## config.mk

```make
export PLATFORM = sky130hd
export DESIGN_NAME = boot_loader_ctrl_flat
export DESIGN_NICKNAME = d
export VERILOG_FILES = /design/src/rtl/boot_loader_ctrl_pkg.sv /design/src/rtl/boot_loader_ctrl_if.sv /design/src/rtl/boot_timeout_cnt.sv /design/src/rtl/boot_loader_ctrl.sv /design/src/flat_wrapper.sv
export SDC_FILE = /design/constraint.sdc
export NUM_CORES = 1
export LEC_CHECK = 0
export ABC_CLOCK_PERIOD_IN_PS = 2000
export CAP_MARGIN = 20
export CORE_ASPECT_RATIO = 1.25
export CORE_MARGIN = 5
export CORE_UTILIZATION = 44
export CTS_CLUSTER_SIZE = 20
export DETAILED_ROUTE_END_ITERATION = 8
export PLACE_DENSITY = 0.79
export SLEW_MARGIN = 5
export SYNTH_ARGS = -nofsm -noshare
export SYNTH_HDL_FRONTEND = slang
export SYNTH_SLANG_ARGS = --single-unit
```

## constraint.sdc

```tcl
create_clock -name clk_i -period 2 [get_ports clk_i]
set_input_delay 0.4 -clock clk_i [delete_from_list [all_inputs] [get_ports clk_i]]
set_output_delay 0.4 -clock clk_i [all_outputs]
set_load 0.005 [all_outputs]
```

## src/rtl/boot_loader_ctrl_pkg.sv

```systemverilog
// Shared definitions for the boot loader: state encoding, widths and
// default flash layout / terminator values.
package boot_loader_ctrl_pkg;

    localparam int unsigned FLASH_W    = 24;
    localparam int unsigned WORD_W     = 32;
    localparam int unsigned MEM_AW     = 14;
    localparam int unsigned LEN_W      = 15;
    localparam int unsigned BANK_WORDS = 16384;

    localparam logic [FLASH_W-1:0] FLASH_ADDR0_DEF = 24'h030000;
    localparam logic [FLASH_W-1:0] FLASH_ADDR1_DEF = 24'h050000;
    localparam logic [WORD_W-1:0]  TERM_WORD_DEF   = 32'hFFFF_FFFF;

    typedef enum logic [2:0] {
        ST_LOAD0   = 3'd0,
        ST_GAP     = 3'd1,
        ST_LOAD1   = 3'd2,
        ST_WAIT_IP = 3'd3,
        ST_DONE    = 3'd4,
        ST_ERROR   = 3'd5
    } state_e;

    // True in the two states where flash words are accepted.
    function automatic logic is_load(input state_e s);
        return (s == ST_LOAD0) || (s == ST_LOAD1);
    endfunction

endpackage

```

## src/rtl/boot_loader_ctrl_if.sv

```systemverilog
// Fetcher / SPRAM / SoC-control bundle of the boot loader.
interface boot_loader_ctrl_if;
    import boot_loader_ctrl_pkg::*;

    logic                word_valid_i;
    logic [WORD_W-1:0]   word_data_i;
    logic                ip_done_i;
    logic                fill_o;
    logic                fetch_rst_o;
    logic [FLASH_W-1:0]  flash_addr_o;
    logic [MEM_AW-1:0]   mem_addr_o;
    logic [WORD_W-1:0]   mem_data_o;
    logic                mem_we0_o;
    logic                mem_we1_o;
    logic                soc_rstn_o;
    logic                busy_o;
    logic                error_o;
    logic [LEN_W-1:0]    len0_o;
    logic [LEN_W-1:0]    len1_o;

    modport slave (
        input  word_valid_i, word_data_i, ip_done_i,
        output fill_o, fetch_rst_o, flash_addr_o, mem_addr_o, mem_data_o,
               mem_we0_o, mem_we1_o, soc_rstn_o, busy_o, error_o, len0_o, len1_o
    );

    modport master (
        output word_valid_i, word_data_i, ip_done_i,
        input  fill_o, fetch_rst_o, flash_addr_o, mem_addr_o, mem_data_o,
               mem_we0_o, mem_we1_o, soc_rstn_o, busy_o, error_o, len0_o, len1_o
    );
endinterface

```

## src/rtl/boot_timeout_cnt.sv

```systemverilog
// Down-counting watchdog: reloads on load_i, counts while en_i, and flags
// expire_o in the cycle that completes CYCLES idle cycles.
module boot_timeout_cnt #(
    parameter int unsigned CYCLES = 1048576
) (
    input  logic clk_i,
    input  logic rst_i,
    input  logic load_i,
    input  logic en_i,
    output logic expire_o
);
    localparam int unsigned W      = $clog2(CYCLES + 1);
    localparam logic [W-1:0] RELOAD = W'(CYCLES);
    localparam logic [W-1:0] ONE    = W'(1);

    logic [W-1:0] cnt_q;
    logic [W-1:0] cnt_d;

    // Next remaining-cycle count and expiry decode.
    always_comb begin
        cnt_d    = cnt_q;
        expire_o = 1'b0;
        if (load_i) begin
            cnt_d = RELOAD;
        end else if (en_i) begin
            if (cnt_q <= ONE) begin
                expire_o = 1'b1;
                cnt_d    = RELOAD;
            end else begin
                cnt_d = cnt_q - ONE;
            end
        end else begin
            cnt_d = cnt_q;
        end
    end

    // Remaining-cycle register.
    always_ff @(posedge clk_i) begin
        if (rst_i) begin
            cnt_q <= RELOAD;
        end else begin
            cnt_q <= cnt_d;
        end
    end
endmodule

```

## src/rtl/boot_loader_ctrl.sv

```systemverilog
// Copies two flash images into the system0/system1 SPRAMs, waits for the
// hard IP, then releases the SoC reset. Any overflow or stall is sticky.
module boot_loader_ctrl
    import boot_loader_ctrl_pkg::*;
#(
    parameter logic [FLASH_W-1:0] FLASH_ADDR0    = FLASH_ADDR0_DEF,
    parameter logic [FLASH_W-1:0] FLASH_ADDR1    = FLASH_ADDR1_DEF,
    parameter logic [WORD_W-1:0]  TERM_WORD      = TERM_WORD_DEF,
    parameter int unsigned        GAP_CYCLES     = 12,
    parameter int unsigned        TIMEOUT_CYCLES = 1048576
) (
    input  logic              clk_i,
    input  logic              rst_i,
    boot_loader_ctrl_if.slave bus
);
    localparam int unsigned       GAP_W     = (GAP_CYCLES > 1) ? $clog2(GAP_CYCLES) : 1;
    localparam logic [GAP_W-1:0]  GAP_LAST  = GAP_W'(GAP_CYCLES - 1);
    localparam logic [GAP_W-1:0]  GAP_ONE   = GAP_W'(1);
    localparam logic [LEN_W-1:0]  BANK_FULL = LEN_W'(BANK_WORDS);
    localparam logic [LEN_W-1:0]  LEN_ONE   = LEN_W'(1);

    state_e              state_q, state_d;
    logic [LEN_W-1:0]    cnt_q, cnt_d;
    logic [GAP_W-1:0]    gap_q, gap_d;
    logic [LEN_W-1:0]    len0_q, len0_d, len1_q, len1_d;
    logic [MEM_AW-1:0]   mem_addr_q, mem_addr_d;
    logic [WORD_W-1:0]   mem_data_q, mem_data_d;
    logic                we0_q, we0_d, we1_q, we1_d;
    logic                fill_q, fill_d, frst_q, frst_d;
    logic                soc_q, soc_d, busy_q, busy_d, err_q, err_d;
    logic [FLASH_W-1:0]  flash_q, flash_d;
    logic                in_load_s, tmo_load_s, expire_s;

    assign in_load_s  = is_load(state_q);
    assign tmo_load_s = bus.word_valid_i || !in_load_s;

    boot_timeout_cnt #(.CYCLES(TIMEOUT_CYCLES)) u_timeout (
        .clk_i    (clk_i),
        .rst_i    (rst_i),
        .load_i   (tmo_load_s),
        .en_i     (in_load_s),
        .expire_o (expire_s)
    );

    // Next state, bank write decision and output decode of the next state.
    always_comb begin
        state_d    = state_q;
        cnt_d      = cnt_q;
        gap_d      = '0;
        len0_d     = len0_q;
        len1_d     = len1_q;
        mem_addr_d = mem_addr_q;
        mem_data_d = mem_data_q;
        we0_d      = 1'b0;
        we1_d      = 1'b0;
        case (state_q)
            ST_LOAD0, ST_LOAD1: begin
                if (expire_s) begin
                    state_d = ST_ERROR;
                end else if (bus.word_valid_i) begin
                    if (bus.word_data_i == TERM_WORD) begin
                        state_d = (state_q == ST_LOAD0) ? ST_GAP : ST_WAIT_IP;
                    end else if (cnt_q >= BANK_FULL) begin
                        // Bank already holds a full image: refuse the word.
                        state_d = ST_ERROR;
                    end else begin
                        mem_addr_d = cnt_q[MEM_AW-1:0];
                        mem_data_d = bus.word_data_i;
                        cnt_d      = cnt_q + LEN_ONE;
                        if (state_q == ST_LOAD0) begin
                            we0_d  = 1'b1;
                            len0_d = cnt_q + LEN_ONE;
                        end else begin
                            we1_d  = 1'b1;
                            len1_d = cnt_q + LEN_ONE;
                        end
                    end
                end else begin
                    state_d = state_q;
                end
            end
            ST_GAP: begin
                cnt_d = '0;
                if (gap_q == GAP_LAST) begin
                    state_d = ST_LOAD1;
                end else begin
                    gap_d = gap_q + GAP_ONE;
                end
            end
            ST_WAIT_IP: begin
                if (bus.ip_done_i) begin
                    state_d = ST_DONE;
                end else begin
                    state_d = ST_WAIT_IP;
                end
            end
            ST_DONE:  state_d = ST_DONE;
            ST_ERROR: state_d = ST_ERROR;
            default:  state_d = ST_ERROR;
        endcase

        fill_d  = is_load(state_d);
        frst_d  = (state_d == ST_GAP);
        flash_d = (state_d == ST_LOAD0) ? FLASH_ADDR0 : FLASH_ADDR1;
        soc_d   = (state_d == ST_DONE);
        busy_d  = (state_d != ST_DONE) && (state_d != ST_ERROR);
        err_d   = (state_d == ST_ERROR);
    end

    // State, datapath and registered outputs.
    always_ff @(posedge clk_i) begin
        if (rst_i) begin
            state_q    <= ST_LOAD0;
            cnt_q      <= '0;
            gap_q      <= '0;
            len0_q     <= '0;
            len1_q     <= '0;
            mem_addr_q <= '0;
            mem_data_q <= '0;
            we0_q      <= 1'b0;
            we1_q      <= 1'b0;
            fill_q     <= 1'b0;
            frst_q     <= 1'b0;
            soc_q      <= 1'b0;
            busy_q     <= 1'b1;
            err_q      <= 1'b0;
            flash_q    <= FLASH_ADDR0;
        end else begin
            state_q    <= state_d;
            cnt_q      <= cnt_d;
            gap_q      <= gap_d;
            len0_q     <= len0_d;
            len1_q     <= len1_d;
            mem_addr_q <= mem_addr_d;
            mem_data_q <= mem_data_d;
            we0_q      <= we0_d;
            we1_q      <= we1_d;
            fill_q     <= fill_d;
            frst_q     <= frst_d;
            soc_q      <= soc_d;
            busy_q     <= busy_d;
            err_q      <= err_d;
            flash_q    <= flash_d;
        end
    end

    assign bus.fill_o       = fill_q;
    assign bus.fetch_rst_o  = frst_q;
    assign bus.flash_addr_o = flash_q;
    assign bus.mem_addr_o   = mem_addr_q;
    assign bus.mem_data_o   = mem_data_q;
    assign bus.mem_we0_o    = we0_q;
    assign bus.mem_we1_o    = we1_q;
    assign bus.soc_rstn_o   = soc_q;
    assign bus.busy_o       = busy_q;
    assign bus.error_o      = err_q;
    assign bus.len0_o       = len0_q;
    assign bus.len1_o       = len1_q;
endmodule

```

## src/flat_wrapper.sv

```systemverilog
// flat-port wrapper written by rule: the top's interface ports become plain ports
module boot_loader_ctrl_flat import boot_loader_ctrl_pkg::*;
#(
    parameter logic [FLASH_W-1:0] FLASH_ADDR0    = FLASH_ADDR0_DEF,
    parameter logic [FLASH_W-1:0] FLASH_ADDR1    = FLASH_ADDR1_DEF,
    parameter logic [WORD_W-1:0]  TERM_WORD      = TERM_WORD_DEF,
    parameter int unsigned        GAP_CYCLES     = 12,
    parameter int unsigned        TIMEOUT_CYCLES = 1048576
)
  (clk_i, rst_i, bus_word_valid_i, bus_word_data_i, bus_ip_done_i, bus_fill_o, bus_fetch_rst_o, bus_flash_addr_o, bus_mem_addr_o, bus_mem_data_o, bus_mem_we0_o, bus_mem_we1_o, bus_soc_rstn_o, bus_busy_o, bus_error_o, bus_len0_o, bus_len1_o);
  boot_loader_ctrl_if bus_i ();
  input  logic clk_i;
  input  logic rst_i;
  input wire logic [$bits(bus_i.word_valid_i)-1:0] bus_word_valid_i;
  input wire logic [$bits(bus_i.word_data_i)-1:0] bus_word_data_i;
  input wire logic [$bits(bus_i.ip_done_i)-1:0] bus_ip_done_i;
  output wire logic [$bits(bus_i.fill_o)-1:0] bus_fill_o;
  output wire logic [$bits(bus_i.fetch_rst_o)-1:0] bus_fetch_rst_o;
  output wire logic [$bits(bus_i.flash_addr_o)-1:0] bus_flash_addr_o;
  output wire logic [$bits(bus_i.mem_addr_o)-1:0] bus_mem_addr_o;
  output wire logic [$bits(bus_i.mem_data_o)-1:0] bus_mem_data_o;
  output wire logic [$bits(bus_i.mem_we0_o)-1:0] bus_mem_we0_o;
  output wire logic [$bits(bus_i.mem_we1_o)-1:0] bus_mem_we1_o;
  output wire logic [$bits(bus_i.soc_rstn_o)-1:0] bus_soc_rstn_o;
  output wire logic [$bits(bus_i.busy_o)-1:0] bus_busy_o;
  output wire logic [$bits(bus_i.error_o)-1:0] bus_error_o;
  output wire logic [$bits(bus_i.len0_o)-1:0] bus_len0_o;
  output wire logic [$bits(bus_i.len1_o)-1:0] bus_len1_o;
  assign bus_i.word_valid_i = bus_word_valid_i;
  assign bus_i.word_data_i = bus_word_data_i;
  assign bus_i.ip_done_i = bus_ip_done_i;
  assign bus_fill_o = bus_i.fill_o;
  assign bus_fetch_rst_o = bus_i.fetch_rst_o;
  assign bus_flash_addr_o = bus_i.flash_addr_o;
  assign bus_mem_addr_o = bus_i.mem_addr_o;
  assign bus_mem_data_o = bus_i.mem_data_o;
  assign bus_mem_we0_o = bus_i.mem_we0_o;
  assign bus_mem_we1_o = bus_i.mem_we1_o;
  assign bus_soc_rstn_o = bus_i.soc_rstn_o;
  assign bus_busy_o = bus_i.busy_o;
  assign bus_error_o = bus_i.error_o;
  assign bus_len0_o = bus_i.len0_o;
  assign bus_len1_o = bus_i.len1_o;
  boot_loader_ctrl #(.FLASH_ADDR0(FLASH_ADDR0), .FLASH_ADDR1(FLASH_ADDR1), .TERM_WORD(TERM_WORD), .GAP_CYCLES(GAP_CYCLES), .TIMEOUT_CYCLES(TIMEOUT_CYCLES)) u_core (.clk_i(clk_i), .rst_i(rst_i), .bus(bus_i));
endmodule
```

# Word level (Yosys, flattened, before mapping)
# Cells that the tools add are included.
word_totals:
  regBits: 150
  in_bits: 36
classes:
  add_sub_neg: 3
  order_cmp: 2
  n_eq_ne: 16
  muxes: 20
  bitwise: 7
  n_reduce_logical: 16
op_table:
  columns: ["operator", "count"]
  rows:
  - ["15-bit two-way mux", 4]
  - ["32-bit == test, second input constant", 1]
  - ["15-bit case mux with 2 select lines", 1]
  - ["21-bit by 1-bit <= comparator with 1-bit output, second input constant", 1]
  - ["21-bit two-way mux", 1]
  - ["21-bit by 1-bit subtractor with 21-bit output, second input constant", 1]
  - ["19-bit two-way mux", 1]
  - ["3-bit two-way mux", 6]
  - ["15-bit by 1-bit adder with 15-bit output, second input constant", 1]
  - ["15-bit greater-or-equal comparator, second input constant", 1]
  - ["3-bit case mux with 4 select lines", 1]
  - ["6-bit AND reduction", 2]
  - ["5-bit AND reduction", 2]
  - ["3-bit by 2-bit == test with 1-bit output, second input constant", 3]
  - ["3-bit == test, second input constant", 3]
  - ["2-bit != test, second input constant", 4]
  - ["1-bit inverter", 7]
  - ["3-bit by 1-bit == test with 1-bit output, second input constant", 2]
  - ["3-bit zero test", 2]
  - ["3-bit != test, second input constant", 2]
  - ["6-bit OR reduction", 1]
  - ["1-bit two-way mux", 5]
  - ["4-bit by 1-bit adder with 4-bit output, second input constant", 1]
  - ["4-bit == test, second input constant", 1]
  - ["other kinds (7)", 10]

# Logic depth before layout (Yosys ltp)
logic_depth:
  word_depth: 9
  mapped_depth: 9
  mapped_depth_nobuf: 7

# By module
# A second synthesis with hierarchy kept.
unflattened:
  hier_cells: 580
  hier_area_um2: 5587.9
by_module_without_submodules:
  columns: ["mod", "instances", "cells_per_inst", "area_each_um2", "seq_area_each_um2"]
  rows:
  - ["boot_loader_ctrl", 1, 467, 4526.8, 2142.1]
  - ["boot_timeout_cnt", 1, 113, 1061.0, 420.4]

# Worst setup path after synthesis
# OpenSTA, ideal clock, no wires.
synth_path:
  path_type: "input port to flip-flop"
  startpoint: "input port bus_word_data_i[22]"
  endpoint: "register u_core.cnt_q[4]"
  setup_time_ns: 0.122
  t_arrival_ns: 1.875
  slack_ns: 0.004
  stages: 6
  path_cell_list: "nand4_1 > or4_1 > o211ai_2 > buf_2 > nor3_1 > a221o_1"
synth_between:
  elab_chain_len: 3
synth_lines:
  columns: ["element", "line_no", "source"]
  rows:
  - ["start: declaration", "flat_wrapper.sv:15", "input wire logic [$bits(bus_i.word_data_i)-1:0] bus_word_data_i;"]
  - ["32-bit == test", "boot_loader_ctrl.sv:61", "if (bus.word_data_i == TERM_WORD) begin"]
  - ["2-bit != test (no source line)", null, null]
  - ["5-bit AND reduction (no source line)", null, null]
  - ["end signal: assignment", "boot_loader_ctrl.sv:130", "cnt_q <= cnt_d;"]
  - ["end: declaration", "boot_loader_ctrl.sv:23", "logic [LEN_W-1:0] cnt_q, cnt_d;"]
# No other way between the ends.
# A chain may end at the register's enable or synchronous reset.

# Worst setup path after layout
layout_path:
  startpoint: "register u_core.u_timeout.cnt_q[6]"
  endpoint: "register u_core.u_timeout.cnt_q[18]"
layout_between:
  elab_chain_len: 2
  elab_cells_between_ends: 3
layout_lines:
  columns: ["element", "line_no", "source"]
  rows:
  - ["start: declaration", "boot_timeout_cnt.sv:16", "logic [W-1:0] cnt_q;"]
  - ["start signal: assignment", "boot_timeout_cnt.sv:42", "cnt_q <= cnt_d;"]
  - ["21-bit by 1-bit subtractor with 21-bit output / 21-bit by 1-bit <= comparator with 1-bit output (equally long branches)", "boot_timeout_cnt.sv:30, boot_timeout_cnt.sv:26", null]
  - ["21-bit two-way mux (*)", "boot_timeout_cnt.sv:26", "if (cnt_q <= ONE) begin"]
# Every way passes the cells marked *; elsewhere a longest branch is shown, timed or not.

==> flow_metrics.tcl <==
set metrics [dict create \
    numCtsBuffers 17 \
    reg2reg_slack_ns -0.03 \
    status "finished with violations" \
    portBuffers 120 \
    worstMarginPinSlew_ns 0.5316 \
    synthFlopType "dfxtp_1" \
    fin_ws_ns -0.02513 \
    arrival_ns 2.34 \
    wl_met1_mm 6.243 \
    fmax_ghz 0.4938 \
    pre_cts_slack_ns -0.6075 \
    wl_met3_mm 1.050 \
    cap_violations 0 \
    clkTransAtPathRegs_ns 0.06 \
    wl_per_cell_um 17.33 \
    die_w_um 108.6 \
    syn_area_mm2 0.005343 \
    cpMaxStageDelayCell "or4_4" \
    grt_max_degree 48 \
    start_util_pct 44.34 \
    layout_commonest_cell "dfxtp_1" \
    slowest_delay_ns 0.57 \
    mostFrequentLayoutCells "dfxtp_1 (126), nand2_1 (103), clkdlybuf4s50_1 (87)" \
    io_pins 143 \
    vias_per_cell 5.400 \
    syn_inst 619 \
    synth-seq-cells 128 \
    cp_data_required_time_ns 2.31 \
    postSynthAreaPerCell_um2 8.631 \
    clock-root-buffer "clkbuf_16" \
    vdd_drop_max_uv 731.8 \
    fp.dieH_um 133.2 \
    clock_skew_ns 0.006014 \
    path_buf_inv 0 \
    r2r_cells 5 \
    grt.total_usage_pct 22.80 \
    drt-initial-drc-count 329 \
    h-tree-depth 4 \
    cp-start-kind "flop" \
    syn2layout_area_growth_pct 54.50 \
    grt_remaining_overflow 0 \
    fin_nets 842 \
    clk_path_buf_depth 2 \
    wl_met2_mm 9.152 \
    hold_violations 0 \
    antenna_found_initial 0 \
    gp_congestion 0.8605 \
    antenna_left 0 \
    holdPathStages 3 \
    hpwl_mm 10.83 \
    grt_pass1_vias 5197 \
    dieArea_mm2 0.01446 \
    path_cells "or4_4 > or4_4 > nor4b_4 > xnor2_1 > nor2_1" \
    min_period_ns 2.025 \
    worstHoldStart "bus_word_data_i[21]" \
    routed_wl_mm 16.95 \
    setup.worst_path.start "u_core.u_timeout.cnt_q[6]" \
    synth_enable_flop_cells 0 \
    yosysSeqAreaShare_pct 47.96 \
    post-route-period-util_pct 101.3 \
    drive_gt1_share_pct 21.62 \
    cts_tree "yes" \
    core.rowCount 45 \
    yosys_warnings 0 \
    async_flop_share_pct 0 \
    cp_top_family "simple AND/OR/NAND/NOR gates" \
    cellPowerDensity_mw_per_mm2 978.7 \
    route.detailed.drc 0 \
    r2r_start "u_core.u_timeout.cnt_q[6]" \
    crit_top_cell "or4_4" \
    p_leak_nw 3.201 \
    cts.sink_count 128 \
    end_kind "flop" \
    worstSetupPathType "flop to flop" \
    drt_first_pass_iters 6 \
    timing.hold.ws_ns 0.3235 \
    rsz0062_at_grt "true" \
    top_layer_used "met4" \
    synth_cell_type_count 58 \
    max_slew_margin_pct 64.56 \
    core_mm2 0.01205 \
    grt_pass1_wl_mm 26.01 \
    cp_max_fo 5 \
    num_antenna_cells 0 \
    hold_path.class "input pin to flop" \
    slew_violations 0 \
    setup_violations 1 \
    via_count 5281 \
    clk_latency_ns 0.42 \
    violations "setup timing" \
    cp.depth 5 \
]
[stage by stage]
step	area [um^2]	utilization (%)	TNS [ns]	power, mW	std cells
2_1_floorplan	5418	-	0	3.704	639
3_3_place_gp	7032	58.36	-47.92	4.168	923
3_5_place_dp	7032	58.36	-52.38	4.236	923
5_1_grt	8254	68.50	-0.7819	8.369	978
6_report	8254	68.50	-0.02513	8.078	978
4_1_cts	8099	67.22	-0.01942	7.992	974
[power by group]
part | total (mW) | leakage (nW) | internal, mW | switching, mW
sequential | 2.83 | 1.04 | 2.71 | 0.121
clock | 3.67 | 0.333 | 2.49 | 1.18
combinational | 1.57 | 1.82 | 0.803 | 0.771
total | 8.08 | 3.20 | 6.01 | 2.07
[worst paths after layout]
kind | end
worst min-delay path | u_core.bus.mem_data_o[21]
worst max register to register | u_core.u_timeout.cnt_q[18]
worst max-delay path | u_core.u_timeout.cnt_q[18]
worst min register to register | u_core.gap_q[0]
[worst min-delay path: cells and delay by family]
kind,cells,cell delay [ns]
AO/OA/AOI/OAI,1,0.05
buffers and inverters,1,0.18
AND/OR/NAND/NOR,1,0.07
[logic make-up after synthesis]
group	after synthesis	synth area share, %
adders and majority gates	5	1.171
buffers and inverters	67	6.604
xor gates and xnor gates	31	5.082
other	2	0.1406
muxes	5	0.9602
AOI/OAI and AO/OA	123	15.41
and+or+nand+nor	258	22.67
DFF	128	47.96
[what timing repair did]
item,4_1_cts,5_1_grt
endpoints found under the setup margin,96,70
buffers inserted,15,4
cloned,5,1
pin swaps,15,8
endpoints found under the hold margin,0,0
gates resized for setup,72,27
hold buffers,0,0
[cells in the mapped netlist (2+ instances only)]
library cell | n | area share (%)
a211oi_1 | 30 | 4.2
nand4_1 | 8 | 0.94
ha_1 | 5 | 1.2
or4_4 | 2 | 0.42
xnor2_1 | 25 | 4.1
o21ba_2 | 2 | 0.37
o21a_1 | 2 | 0.28
or4_1 | 6 | 0.84
or2_1 | 2 | 0.23
a211o_1 | 2 | 0.33
a2111oi_0 | 3 | 0.49
nor3_1 | 12 | 1.1
and3_1 | 3 | 0.35
or3_1 | 2 | 0.23
nor2b_1 | 2 | 0.23
nor2_1 | 71 | 5.0
nor4_2 | 3 | 0.70
buf_2 | 9 | 0.84
nor4b_1 | 2 | 0.33
and4_1 | 3 | 0.49
inv_1 | 9 | 0.63
nor4_1 | 9 | 1.1
nor2_2 | 3 | 0.35
nand2b_1 | 3 | 0.35
o211ai_1 | 2 | 0.28
o2bb2ai_1 | 6 | 0.98
o21ai_0 | 4 | 0.37
and2_1 | 3 | 0.35
buf_4 | 24 | 3.4
nand3b_1 | 2 | 0.28
nand2_1 | 109 | 7.7
nand3_1 | 8 | 0.75
a21oi_1 | 54 | 5.1
dfxtp_1 | 128 | 48
o31ai_1 | 3 | 0.42
conb_1 | 2 | 0.14
mux2i_1 | 4 | 0.75
clkbuf_1 | 24 | 1.7
a221o_1 | 4 | 0.75
xor2_1 | 6 | 0.98
[final cells by class]
type                       count  area, um^2
sequential                   128        2565
clock inverter                14       260.3
clock buffer                  18       439.2
multi-input combinational    444        2778
fill                         912        3795
inverter                       9       33.78
tap                          164       205.2
timing repair buffer         201        1973
[metal layers]
| metal | global-route usage, % | vias up |
|---|---|---|
| li1 | - | 2472 |
| met1 | 24.37 | 2542 |
| met2 | 41.96 | 217 |
| met3 | 6.011 | 50 |
| met4 | 8.842 | 0 |
| met5 | 0 | - |
[state kept, by name (all words and copies together), names as in the netlist, 2 cells and up]
register	cells
u_core.bus.mem_data_o	32
u_core.bus.len1_o	15
u_core.bus.mem_addr_o	14
u_core.u_timeout.cnt_q	21
u_core.gap_q	4
u_core.bus.len0_o	15
u_core.state_q	3
u_core.cnt_q	15
u_core.bus.flash_addr_o	2
No activity file was read; power rests on OpenSTA's default activity.
